===== src/rtl/usart_pkg.sv =====
// Shared definitions for the USART loopback/echo block: parity encodings,
// RX/TX state encodings and small helpers used by the datapath.
package usart_pkg;

   localparam int PARITY_NONE = 0;
   localparam int PARITY_ODD  = 1;
   localparam int PARITY_EVEN = 2;

   // Shortest bit period the dividers can handle (half-bit must be >= 2).
   localparam logic [11:0] MIN_CLOCKS_PER_BIT = 12'd4;

   typedef enum logic [2:0] {
      RX_IDLE   = 3'd0,
      RX_START  = 3'd1,
      RX_DATA   = 3'd2,
      RX_PARITY = 3'd3,
      RX_STOP   = 3'd4
   } rx_state_t;

   typedef enum logic [2:0] {
      TX_IDLE   = 3'd0,
      TX_START  = 3'd1,
      TX_DATA   = 3'd2,
      TX_PARITY = 3'd3,
      TX_STOP   = 3'd4
   } tx_state_t;

   // Parity bit to transmit / expect for a character (unused upper bits are zero).
   function automatic logic parity_bit(input logic [7:0] data, input int mode);
      return (mode == PARITY_ODD) ? ~(^data) : (^data);
   endfunction

   // 8-bit event counter increment that sticks at 255.
   function automatic logic [7:0] sat_inc(input logic [7:0] value);
      return (value == 8'hFF) ? value : value + 8'd1;
   endfunction

endpackage


===== src/rtl/sync_fifo.sv =====
// Single-clock FIFO with valid/ready on both sides and an occupancy output.
// Pointers carry an extra wrap bit so all DEPTH entries are usable.
module sync_fifo
   import usart_pkg::*;
#(
   parameter int WIDTH = 8,
   parameter int DEPTH = 16
) (
   input  logic                     clk,
   input  logic                     rst,
   input  logic                     in_valid,
   output logic                     in_ready,
   input  logic [WIDTH-1:0]         in_data,
   output logic                     out_valid,
   input  logic                     out_ready,
   output logic [WIDTH-1:0]         out_data,
   output logic [$clog2(DEPTH):0]   count
);

   localparam int AW = $clog2(DEPTH);
   localparam logic [AW:0] PTR_ONE = {{AW{1'b0}}, 1'b1};

   logic [WIDTH-1:0] mem_q [DEPTH];
   logic [AW:0]      wr_ptr_q, wr_ptr_d;
   logic [AW:0]      rd_ptr_q, rd_ptr_d;
   logic             full, empty, push, pop;

   assign empty     = (wr_ptr_q == rd_ptr_q);
   assign full      = (wr_ptr_q[AW] != rd_ptr_q[AW]) &&
                      (wr_ptr_q[AW-1:0] == rd_ptr_q[AW-1:0]);
   assign count     = wr_ptr_q - rd_ptr_q;
   assign out_valid = !empty;
   assign pop       = out_valid && out_ready;
   // A full FIFO still accepts a write when a read frees a slot in the same cycle.
   assign in_ready  = !full || pop;
   assign push      = in_valid && in_ready;
   assign out_data  = mem_q[rd_ptr_q[AW-1:0]];

   // Next-pointer computation.
   always_comb begin
      wr_ptr_d = wr_ptr_q;
      rd_ptr_d = rd_ptr_q;
      if (push) wr_ptr_d = wr_ptr_q + PTR_ONE;
      if (pop)  rd_ptr_d = rd_ptr_q + PTR_ONE;
   end

   // Pointer registers.
   always_ff @(posedge clk or posedge rst) begin
      if (rst) begin
         wr_ptr_q <= '0;
         rd_ptr_q <= '0;
      end else begin
         wr_ptr_q <= wr_ptr_d;
         rd_ptr_q <= rd_ptr_d;
      end
   end

   // Storage write.
   // NOTE: the array has no reset; contents are only read once the pointers say they are valid.
   always_ff @(posedge clk) begin
      if (push) mem_q[wr_ptr_q[AW-1:0]] <= in_data;
   end

endmodule


===== src/rtl/usart_loopback.sv =====
// USART loopback/echo: received characters are buffered in a FIFO and sent
// back out, with RTS/CTS flow control and saturating error counters.
module usart_loopback
   import usart_pkg::*;
#(
   parameter int DATA_BITS  = 8,
   parameter int PARITY     = 0,
   parameter int STOP_BITS  = 1,
   parameter int DEPTH      = 16,
   parameter int RTS_MARGIN = 2
) (
   input  logic                     serial_clock,
   input  logic                     reset,
   input  logic [11:0]              clocks_per_bit,
   input  logic                     enable,
   input  logic                     rx_pin,
   input  logic                     cts_pin,
   output logic                     tx_pin,
   output logic                     rts_pin,
   output logic                     rx_led,
   output logic [$clog2(DEPTH):0]   fifo_count,
   output logic [7:0]               frame_errors,
   output logic [7:0]               parity_errors,
   output logic [7:0]               overruns
);

   localparam int            CW         = $clog2(DEPTH) + 1;
   localparam logic [CW-1:0] RTS_LEVEL  = CW'(DEPTH - RTS_MARGIN);
   localparam logic [2:0]    LAST_DATA  = 3'(DATA_BITS - 1);
   localparam logic [2:0]    LAST_STOP  = 3'(STOP_BITS - 1);
   localparam bit            HAS_PARITY = (PARITY != PARITY_NONE);

   // Synchronised inputs
   logic rx_meta_q, rx_sync_q, rx_prev_q, cts_meta_q, cts_sync_q;
   logic [11:0] cpb_eff;

   // RX datapath
   rx_state_t             rx_state_q, rx_state_d;
   logic [11:0]           rx_cnt_q, rx_cnt_d, rx_cpb_q, rx_cpb_d;
   logic [2:0]            rx_bit_q, rx_bit_d;
   logic [DATA_BITS-1:0]  rx_shift_q, rx_shift_d;
   logic                  rx_par_err_q, rx_par_err_d, rx_break_q, rx_break_d;
   logic                  rx_push, frame_evt, parity_evt, overrun_evt;

   // TX datapath
   tx_state_t             tx_state_q, tx_state_d;
   logic [11:0]           tx_cnt_q, tx_cnt_d, tx_cpb_q, tx_cpb_d;
   logic [2:0]            tx_bit_q, tx_bit_d;
   logic [DATA_BITS-1:0]  tx_shift_q, tx_shift_d;
   logic                  tx_par_q, tx_par_d, tx_pin_q, tx_pin_d;
   logic                  tx_load, tx_can_start;

   // FIFO and status
   logic                  fifo_in_ready, fifo_out_valid;
   logic [DATA_BITS-1:0]  fifo_out_data;
   logic                  rts_q, rts_d;
   logic [7:0]            frame_q, frame_d, parity_q, parity_d, overrun_q, overrun_d;

   assign cpb_eff      = (clocks_per_bit < MIN_CLOCKS_PER_BIT) ? MIN_CLOCKS_PER_BIT : clocks_per_bit;
   assign tx_can_start = fifo_out_valid && !cts_sync_q && enable;

   // Two-flop synchronisers on the asynchronous inputs, plus an edge-detect stage on rx.
   // NOTE: non-blocking assignments make each stage take the previous stage's pre-edge value; blocking would collapse the chain.
   always_ff @(posedge serial_clock or posedge reset) begin
      if (reset) begin
         rx_meta_q  <= 1'b1;
         rx_sync_q  <= 1'b1;
         rx_prev_q  <= 1'b1;
         cts_meta_q <= 1'b1;
         cts_sync_q <= 1'b1;
      end else begin
         rx_meta_q  <= rx_pin;
         rx_sync_q  <= rx_meta_q;
         rx_prev_q  <= rx_sync_q;
         cts_meta_q <= cts_pin;
         cts_sync_q <= cts_meta_q;
      end
   end

   // RX deserialiser: mid-bit sampling driven by a down-counting divider.
   // NOTE: every signal assigned below gets a default first, so no path can infer a latch.
   always_comb begin
      rx_state_d   = rx_state_q;
      rx_cnt_d     = rx_cnt_q;
      rx_cpb_d     = rx_cpb_q;
      rx_bit_d     = rx_bit_q;
      rx_shift_d   = rx_shift_q;
      rx_par_err_d = rx_par_err_q;
      rx_break_d   = rx_break_q;
      rx_push      = 1'b0;
      frame_evt    = 1'b0;
      parity_evt   = 1'b0;
      if (rx_state_q != RX_IDLE && !enable) begin
         rx_state_d = RX_IDLE;
      end else begin
         case (rx_state_q)
            RX_IDLE: begin
               if (enable && rx_prev_q && !rx_sync_q) begin
                  rx_state_d   = RX_START;
                  rx_cpb_d     = cpb_eff;
                  rx_cnt_d     = (cpb_eff >> 1) - 12'd1;
                  rx_par_err_d = 1'b0;
                  rx_break_d   = 1'b0;
               end
            end
            RX_START: begin
               if (rx_cnt_q != '0) begin
                  rx_cnt_d = rx_cnt_q - 12'd1;
               end else if (rx_sync_q) begin
                  rx_state_d = RX_IDLE;
               end else begin
                  rx_state_d = RX_DATA;
                  rx_cnt_d   = rx_cpb_q - 12'd1;
                  rx_bit_d   = '0;
               end
            end
            RX_DATA: begin
               if (rx_cnt_q != '0) begin
                  rx_cnt_d = rx_cnt_q - 12'd1;
               end else begin
                  rx_shift_d = {rx_sync_q, rx_shift_q[DATA_BITS-1:1]};
                  rx_cnt_d   = rx_cpb_q - 12'd1;
                  rx_bit_d   = rx_bit_q + 3'd1;
                  if (rx_bit_q == LAST_DATA) rx_state_d = HAS_PARITY ? RX_PARITY : RX_STOP;
               end
            end
            RX_PARITY: begin
               if (rx_cnt_q != '0) begin
                  rx_cnt_d = rx_cnt_q - 12'd1;
               end else begin
                  rx_par_err_d = (rx_sync_q != parity_bit(8'(rx_shift_q), PARITY));
                  rx_cnt_d     = rx_cpb_q - 12'd1;
                  rx_state_d   = RX_STOP;
               end
            end
            RX_STOP: begin
               if (rx_break_q) begin
                  // Bad stop bit seen: hold here until the line is idle again.
                  if (rx_sync_q) rx_state_d = RX_IDLE;
               end else if (rx_cnt_q != '0) begin
                  rx_cnt_d = rx_cnt_q - 12'd1;
               end else if (!rx_sync_q) begin
                  frame_evt  = 1'b1;
                  rx_break_d = 1'b1;
               end else if (rx_par_err_q) begin
                  parity_evt = 1'b1;
                  rx_state_d = RX_IDLE;
               end else begin
                  rx_push    = 1'b1;
                  rx_state_d = RX_IDLE;
               end
            end
            default: rx_state_d = RX_IDLE;
         endcase
      end
   end

   // TX serialiser: one latched bit period per bit, next frame loaded straight from the last stop bit.
   always_comb begin
      tx_state_d = tx_state_q;
      tx_cnt_d   = tx_cnt_q;
      tx_cpb_d   = tx_cpb_q;
      tx_bit_d   = tx_bit_q;
      tx_shift_d = tx_shift_q;
      tx_par_d   = tx_par_q;
      tx_pin_d   = tx_pin_q;
      tx_load    = 1'b0;
      case (tx_state_q)
         TX_IDLE: tx_load = tx_can_start;
         TX_START: begin
            if (tx_cnt_q != '0) begin
               tx_cnt_d = tx_cnt_q - 12'd1;
            end else begin
               tx_state_d = TX_DATA;
               tx_pin_d   = tx_shift_q[0];
               tx_shift_d = tx_shift_q >> 1;
               tx_bit_d   = '0;
               tx_cnt_d   = tx_cpb_q - 12'd1;
            end
         end
         TX_DATA: begin
            if (tx_cnt_q != '0) begin
               tx_cnt_d = tx_cnt_q - 12'd1;
            end else begin
               tx_cnt_d = tx_cpb_q - 12'd1;
               if (tx_bit_q != LAST_DATA) begin
                  tx_bit_d   = tx_bit_q + 3'd1;
                  tx_pin_d   = tx_shift_q[0];
                  tx_shift_d = tx_shift_q >> 1;
               end else if (HAS_PARITY) begin
                  tx_state_d = TX_PARITY;
                  tx_pin_d   = tx_par_q;
               end else begin
                  tx_state_d = TX_STOP;
                  tx_pin_d   = 1'b1;
                  tx_bit_d   = '0;
               end
            end
         end
         TX_PARITY: begin
            if (tx_cnt_q != '0) begin
               tx_cnt_d = tx_cnt_q - 12'd1;
            end else begin
               tx_state_d = TX_STOP;
               tx_pin_d   = 1'b1;
               tx_bit_d   = '0;
               tx_cnt_d   = tx_cpb_q - 12'd1;
            end
         end
         TX_STOP: begin
            if (tx_cnt_q != '0) begin
               tx_cnt_d = tx_cnt_q - 12'd1;
            end else if (tx_bit_q != LAST_STOP) begin
               tx_bit_d = tx_bit_q + 3'd1;
               tx_cnt_d = tx_cpb_q - 12'd1;
            end else begin
               tx_state_d = TX_IDLE;
               tx_load    = tx_can_start;
            end
         end
         default: tx_state_d = TX_IDLE;
      endcase
      if (tx_load) begin
         tx_state_d = TX_START;
         tx_pin_d   = 1'b0;
         tx_cpb_d   = cpb_eff;
         tx_cnt_d   = cpb_eff - 12'd1;
         tx_shift_d = fifo_out_data;
         tx_par_d   = parity_bit(8'(fifo_out_data), PARITY);
      end
   end

   // Error counters and RTS level.
   always_comb begin
      overrun_evt = rx_push && !fifo_in_ready;
      frame_d     = frame_evt   ? sat_inc(frame_q)   : frame_q;
      parity_d    = parity_evt  ? sat_inc(parity_q)  : parity_q;
      overrun_d   = overrun_evt ? sat_inc(overrun_q) : overrun_q;
      rts_d       = (fifo_count >= RTS_LEVEL);
   end

   // State registers for RX, TX, counters and RTS.
   always_ff @(posedge serial_clock or posedge reset) begin
      if (reset) begin
         rx_state_q   <= RX_IDLE;
         rx_cnt_q     <= '0;
         rx_cpb_q     <= MIN_CLOCKS_PER_BIT;
         rx_bit_q     <= '0;
         rx_shift_q   <= '0;
         rx_par_err_q <= 1'b0;
         rx_break_q   <= 1'b0;
         tx_state_q   <= TX_IDLE;
         tx_cnt_q     <= '0;
         tx_cpb_q     <= MIN_CLOCKS_PER_BIT;
         tx_bit_q     <= '0;
         tx_shift_q   <= '0;
         tx_par_q     <= 1'b0;
         tx_pin_q     <= 1'b1;
         rts_q        <= 1'b0;
         frame_q      <= '0;
         parity_q     <= '0;
         overrun_q    <= '0;
      end else begin
         rx_state_q   <= rx_state_d;
         rx_cnt_q     <= rx_cnt_d;
         rx_cpb_q     <= rx_cpb_d;
         rx_bit_q     <= rx_bit_d;
         rx_shift_q   <= rx_shift_d;
         rx_par_err_q <= rx_par_err_d;
         rx_break_q   <= rx_break_d;
         tx_state_q   <= tx_state_d;
         tx_cnt_q     <= tx_cnt_d;
         tx_cpb_q     <= tx_cpb_d;
         tx_bit_q     <= tx_bit_d;
         tx_shift_q   <= tx_shift_d;
         tx_par_q     <= tx_par_d;
         tx_pin_q     <= tx_pin_d;
         rts_q        <= rts_d;
         frame_q      <= frame_d;
         parity_q     <= parity_d;
         overrun_q    <= overrun_d;
      end
   end

   sync_fifo #(
      .WIDTH (DATA_BITS),
      .DEPTH (DEPTH)
   ) u_fifo (
      .clk       (serial_clock),
      .rst       (reset),
      .in_valid  (rx_push),
      .in_ready  (fifo_in_ready),
      .in_data   (rx_shift_q),
      .out_valid (fifo_out_valid),
      .out_ready (tx_load),
      .out_data  (fifo_out_data),
      .count     (fifo_count)
   );

   assign tx_pin        = tx_pin_q;
   assign rts_pin       = rts_q;
   assign rx_led        = (rx_state_q != RX_IDLE);
   assign frame_errors  = frame_q;
   assign parity_errors = parity_q;
   assign overruns      = overrun_q;

endmodule

===== config.mk =====
export PLATFORM = sky130hd
export DESIGN_NAME = usart_loopback
export DESIGN_NICKNAME = d
export VERILOG_FILES = /design/src/rtl/usart_pkg.sv /design/src/rtl/sync_fifo.sv /design/src/rtl/usart_loopback.sv
export SDC_FILE = /design/constraint.sdc
export NUM_CORES = 1
export LEC_CHECK = 0
export ABC_CLOCK_PERIOD_IN_PS = 5500
export BUFFER_PORTS_ARGS = -buffer_cell sky130_fd_sc_hd__clkbuf_2
export CAP_MARGIN = 25
export CORE_AREA = 2 2 113 224
export DETAILED_ROUTE_END_ITERATION = 10
export DIE_AREA = 0 0 115 226
export PLACE_DENSITY = 0.78
export SYNTH_ARGS = -nofsm -noshare
export SYNTH_HDL_FRONTEND = slang
export SYNTH_SLANG_ARGS = --single-unit
export TNS_END_PERCENT = 5

===== constraint.sdc =====
create_clock -name serial_clock -period 5.5 [get_ports serial_clock]
set_input_delay 0.275 -clock serial_clock [delete_from_list [all_inputs] [get_ports serial_clock]]
set_output_delay 0.275 -clock serial_clock [all_outputs]
set_load 0.02 [all_outputs]

# == Word level (Yosys, flattened, before mapping) ==
# Memory sizes are Yosys's and may differ from the RTL's.
# Index checks and enable logic that the tools add are counted.
# totals
out_inout_bits,32
n_memories,1
in_bits,17
ff_bits,119
latchBits,0
romBits,0
ram_bits,128
# mem_list
memory,depth,width,read_ports,rd_clocked_by_memory_dff,wr,line,source
u_fifo.mem_q,16,8,1,0,1,sync_fifo.sv:23,logic [WIDTH-1:0] mem_q [DEPTH];
# op_classes
n_div,0
n_bitwise,5
n_eq_ne,44
n_reduce_logical,49
n_shift,0
n_lt_le_gt_ge,2
multipliers,0
muxes,80
add_sub_neg,14
# ops
cell,n
12-bit two-way mux,11
3-bit two-way mux,24
"12-bit by 1-bit subtractor with 12-bit output, second input constant",5
12-bit case mux with 4 select lines,1
8-bit two-way mux,4
3-bit case mux with 5 select lines,2
1-bit two-way mux,29
"8-bit by 1-bit adder with 8-bit output, second input constant",3
"8-bit equality test, second input constant",3
12-bit case mux with 2 select lines,1
12-bit nonzero test,2
"2-bit inequality test, second input constant",11
"3-bit by 2-bit inequality test with 1-bit output, second input constant",7
"3-bit inequality test, second input constant",7
8-bit case mux with 2 select lines,1
3-bit nonzero test,5
"3-bit by 2-bit equality test with 1-bit output, second input constant",4
"12-bit by 3-bit < comparator with 1-bit output, second input constant",1
4-bit AND reduction,3
6-bit AND reduction,2
"11-bit by 1-bit subtractor with 12-bit output, second input constant",1
"5-bit by 1-bit adder with 5-bit output, second input constant",2
5-bit AND reduction,2
"3-bit equality test, second input constant",3
28 further kinds,60

# == Logic depth before layout (Yosys ltp) ==
# logic_depth
word_depth,12
ltp_mapped,18
ltp_nobuf,12

# == Cells and area by module ==
# Synthesis repeated with hierarchy kept, for this count alone.
# hier_totals
hier_cells,1035
hier_area_um2,12321.8
# by_module_without_submodules
mod,cells_each,area_per_inst_um2,instances
usart_loopback,736,6631.4,1
sync_fifo,299,5690.5,1

# == Worst setup path before layout ==
# OpenSTA, ideal clock, no wires.
# synth_path
path_kind,reg-to-reg
start,register u_fifo.rd_ptr_q[1]
end,register tx_cnt_q[4]
setup_time_ns,0.131
t_required_ns,5.369
path_stages_with_launch,18
setup_slack_ns,1.630
period_less_slack_ns,3.870
arrival_ns,3.739
path_buffers,6
path_cell_list,dfrtp_1 clkbuf_1 buf_1 inv_1 ha_1 nand4_1 o21ai_0 a2111oi_4 buf_2 buf_2 buf_2 a21o_1 ha_1 clkbuf_1 inv_1 a2111oi_2 xor2_1 o21ai_1
# synth_between
elab_chain_cells,9
word_cells_on_any_way,11
cone_classes,eq/ne: 2; mux: 4; reduce/logical: 5
# synth_rtl
element,line,source
start: declaration,sync_fifo.sv:25,"logic [AW:0] rd_ptr_q, rd_ptr_d;"
start signal: assignment,sync_fifo.sv:54,rd_ptr_q <= rd_ptr_d;
5-bit equality test *,sync_fifo.sv:28,assign empty = (wr_ptr_q == rd_ptr_q);
1-bit logical NOT *,sync_fifo.sv:32,assign out_valid = !empty;
1-bit logical AND * (2 in a row),usart_loopback.sv:60,assign tx_can_start = fifo_out_valid && !cts_sync_q && enable;
1-bit two-way mux,usart_loopback.sv:213,end else if (tx_bit_q != LAST_STOP) begin
1-bit two-way mux,usart_loopback.sv:211,if (tx_cnt_q != '0) begin
1-bit case mux with 2 select lines *,usart_loopback.sv:168,case (tx_state_q)
4-bit by 3-bit inequality test with 1-bit output (no source line) / 3-bit nonzero test (equally long branches),-,
2-bit AND reduction (no source line),-,
end signal: assignment,usart_loopback.sv:272,tx_cnt_q <= tx_cnt_d;
end: declaration,usart_loopback.sv:47,"logic [11:0] tx_cnt_q, tx_cnt_d, tx_cpb_q, tx_cpb_d;"
# Every way passes the cells marked *; elsewhere a longest branch is shown, timed or not.
# A chain may end at the register's enable or synchronous reset.

# == Worst setup path in the final report ==
# layout_path
start,register u_fifo.rd_ptr_q[1]
end,memory u_fifo.mem_q[10][2] (enable)
# layout_between
elab_chain_cells,12
word_cells_on_any_way,15
cone_classes,eq/ne: 2; mux: 5; reduce/logical: 8
# layout_rtl
element,line,source
5-bit equality test,sync_fifo.sv:28,
1-bit logical NOT,sync_fifo.sv:32,
1-bit logical AND (2 in a row),usart_loopback.sv:60,
1-bit two-way mux,usart_loopback.sv:213,
1-bit two-way mux,usart_loopback.sv:211,
1-bit case mux with 2 select lines,usart_loopback.sv:168,
1-bit logical AND,sync_fifo.sv:33,assign pop = out_valid && out_ready;
1-bit logical OR *,sync_fifo.sv:35,assign in_ready = !full || pop;
1-bit logical AND *,sync_fifo.sv:36,assign push = in_valid && in_ready;
1-bit two-way mux *,sync_fifo.sv:61,if (push) mem_q[wr_ptr_q[AW-1:0]] <= in_data;
1-bit two-way mux (implied by the code) *,sync_fifo.sv:61,
end: declaration,sync_fifo.sv:23,
# Marks and branches as above.

==> impl_metrics.json <==
{
  "status": "finished clean",
  "p_int_mw": 3.103,
  "rsz0062_at_grt": "false",
  "die_w_um": 115,
  "port_buffers": 48,
  "vias_per_cell": 5.930,
  "io_pins": 49,
  "coreArea_mm2": 0.02432,
  "critPathMaxStageDelay_ns": 0.69,
  "seq_area_frac_synth_pct": 57.10,
  "grt_antenna_before_repair": 0,
  "cts_sinks": 247,
  "dp_hpwl_mm": 19.67,
  "grt_pass1_vias": 7779,
  "grt_max_degree": 64,
  "ys_seq_elements": 247,
  "grt-ovfl-total": 0,
  "drv_cap": 0,
  "netSwitchingPower_mw": 1.243,
  "pre_cts_ws_ns": 1.358,
  "cts_made_buffers": 21,
  "r2r_end": "u_fifo.mem_q[10][2]$_DFFE_PP_",
  "min_period_ns": 3.881,
  "drtIter0Drc": 680,
  "vias": 7786,
  "peakVddDrop_mv": 0.1699,
  "worst_slew_pin_slew_ns": 0.8672,
  "worst_path_max_delay_cell": "nor2_1",
  "drt_first_pass_iters": 5,
  "finalMaxSlewViolations": 0,
  "regToRegSetupSlack_ns": 1.62,
  "grt_use_total_pct": 21.21,
  "cts_tree": "done",
  "setup_viol": 0,
  "postRouteAntennaNets": 0,
  "swShare_pct": 28.60,
  "clock_power_share_pct": 32.3,
  "path_buf_inv": 2,
  "die_h_um": 226,
  "rows": 81,
  "critical_path_cell_count": 10,
  "start_util_pct": 49.19,
  "synth.distinct_cells": 74,
  "powerDensity_mw_per_mm2": 331.9,
  "critPathLaunch": "u_fifo.rd_ptr_q[1]$_DFFE_PP0P_",
  "comb_power_share_pct": 17.6,
  "path_max_fanout": 35,
  "final_hold_viol_count": 0,
  "async_flop_share_pct": 48.18,
  "cts_root_buf": "clkbuf_16",
  "cp.arrival_ns": 4.02,
  "p_leak_nw": 5.119,
  "setup-tns-final_ns": 0,
  "nNetsFinal": 1049,
  "cp_cell_sequence": "buf_4 > inv_1 > ha_1 > nand4_1 > o21ai_0 > a2111oi_4 > nor3_1 > nor3_4 > nand2_1 > nor2_1",
  "area_growth_pct": 9.453,
  "cts_max_level": 1,
  "hold_class": "in -> reg",
  "netlist_area_mm2": 0.01197,
  "wl_per_cell_um": 20.74,
  "antenna_cells": 0,
  "start_kind": "flip-flop",
  "synth_cells": 972,
  "worst_slack_ns": 1.619,
  "cts_hold_buffers": 3,
  "post-route-period-util_pct": 70.55,
  "crit_family": "simple AND/OR/NAND/NOR gates",
  "synth.top_cell.area_share_pct": 32.12,
  "fmax_mhz": 257.7,
  "gp_congestion": 0.9449,
  "synthFlopType": "edfxtp_1",
  "crit_type": "reg -> reg",
  "fillers": 1948,
  "grt_pass1_wl_mm": 42.08,
  "synth_top_cell_by_area": "edfxtp_1",
  "totalWireLength_mm": 27.23,
  "seqPwrFrac_pct": 50.1,
  "syn-num-nets": 1011,
  "ctsResizeCount": 0,
  "clockBufferDepth": 3,
  "slew_headroom_pct": 41.97,
  "drive_above_1_share_pct": 18.18,
  "cp-endpoint": "u_fifo.mem_q[10][2]$_DFFE_PP_",
  "drc": 0,
  "yosys-top-cells-area": "edfxtp_1 32%, dfrtp_1 23%, mux4_2 7.5%, nand2_1 4.5%, xnor2_1 3.3%",
  "ff2ff_path_depth": 10,
  "clkTransAtPathRegs_ns": 0.07,
  "synth-edff-count": 128,
  "worstPathRequired_ns": 5.64,
  "cts_setup_buffers": 0,
  "fin_skew_ns": 0.02318,
  "syn_area_per_cell_um2": 12.31,
  "die_area_mm2": 0.02599,
  "r2r_start": "u_fifo.rd_ptr_q[1]$_DFFE_PP0P_",
  "cp-end-kind": "flip-flop",
  "insertion_delay_ns": 0.52,
  "synth_warnings": 0
}
-- cells in the final DEF (no fill, tap or decap), types with 9 or more instances in the layout --
cell type	n
clkbuf_2	48
nand2b_1	9
nand2_1	143
mux2i_1	12
buf_4	9
mux2_2	25
inv_1	22
nor3_1	21
nand3_1	21
xnor2_1	45
a21oi_1	36
nand4_1	9
xor2_1	29
dfrtp_1	110
mux4_2	40
clkbuf_16	21
o21ai_0	50
edfxtp_1	128
ha_1	21
nor2_1	64
-- worst min-delay path: cells and delay by family --
kind,cells,cell delay (ns)
buf+inv,1,0.13
simple gates,2,0.11
-- cell usage after synthesis (4+ instances only) --
library cell and number:
a211o_1 4, a211oi_1 8, a21o_1 7, a21oi_1 36, and3_1 8, buf_1 5
buf_2 11, clkbuf_1 29, dfrtp_1 111, dfstp_2 8, edfxtp_1 128, ha_1 21
inv_1 23, mux2_2 25, mux2i_1 12, mux4_2 40, nand2_1 143, nand2b_1 9
nand3_1 21, nand4_1 9, nor2_1 64, nor2b_1 6, nor3_1 21, nor4_1 6
o211ai_1 8, o21ai_0 50, o21ai_1 5, o22ai_1 4, o31ai_1 5, or2_2 4
or3_1 6, xnor2_1 45, xor2_1 29
-- worst min path at each step --
stage,from,endpoint,slack [ns],cells after the start
after floorplan,cts_pin,cts_meta_q$_DFF_PP1_,0.28,0
after global placement,rx_meta_q$_DFF_PP1_,rx_sync_q$_DFF_PP1_,0.35,0
after detailed placement,rx_meta_q$_DFF_PP1_,rx_sync_q$_DFF_PP1_,0.35,0
after CTS,clocks_per_bit[9],rx_cpb_q[9]$_DFFE_PP0P_,0.02,3
after global routing,clocks_per_bit[10],rx_cpb_q[10]$_DFFE_PP0P_,0.06,3
final,clocks_per_bit[9],rx_cpb_q[9]$_DFFE_PP0P_,0.03,3
-- per-stage QoR --
stage	utilization, %	area, um^2	instances	power, mW	hold WS, ns
final	53.84	13100	1313	4.346	0.03224
after global routing	53.84	13100	1313	4.561	0.05895
after CTS	53.73	13070	1309	4.369	0.02414
after detailed placement	51.04	12420	1270	2.976	0.3508
after global placement	51.04	12420	1270	2.958	0.3461
after floorplan	-	11970	972	2.778	0.2795
-- final cells by class --
type                            count  area, um^2  share of cell area, %
Sequential cell                   247        6833                  52.17
Multi-Input combinational cell    652        4820                  36.80
Clock buffer                       27       548.0                  4.185
Timing Repair Buffer               64       365.4                  2.790
Tap cell                          290       362.8                  2.771
Inverter                           24       92.59                 0.7070
Clock inverter                      9       75.07                 0.5732
-- layer usage --
metal	GRT usage [%]	up-vias	part of all wire, %
met5	0	-	0
met1	21.60	3846	33
met4	10.42	0	5.0
met2	41.67	233	58
li1	-	3632	-
met3	1.959	75	3.2
-- kinds of logic after synthesis --
| group | share of synthesized area (%) |
|---|---|
| simple gates | 13.06 |
| flops | 57.10 |
| fa+ha+maj | 2.363 |
| buf+inv | 2.625 |
| compound gates | 8.554 |
| mux | 10.89 |
| xor+xnor | 5.417 |
-- power groups by stage --
| stage | Sequential [mW] | Combinational (mW) | Clock [mW] |
|---|---|---|---|
| after floorplan | 2.15 | 0.624 | 0 |
| after global placement | 2.21 | 0.748 | 0 |
| after detailed placement | 2.21 | 0.763 | 0 |
| after CTS | 2.18 | 0.768 | 1.43 |
| after global routing | 2.20 | 0.867 | 1.50 |
| final | 2.18 | 0.765 | 1.40 |
-- sequential cells by signal, summed over array words and instances, names as in the netlist, 3 cells and up --
register	flops
tx_bit_q	3
tx_shift_q	8
tx_cpb_q	12
rx_cpb_q	12
u_fifo.mem_q	128
rx_bit_q	3
frame_errors	8
rx_cnt_q	12
parity_errors	8
tx_state_q	3
rx_shift_q	8
tx_cnt_q	12
overruns	8
u_fifo.rd_ptr_q	5
rx_state_q	3
u_fifo.wr_ptr_q	5
Power figures use the tool's default switching activity.
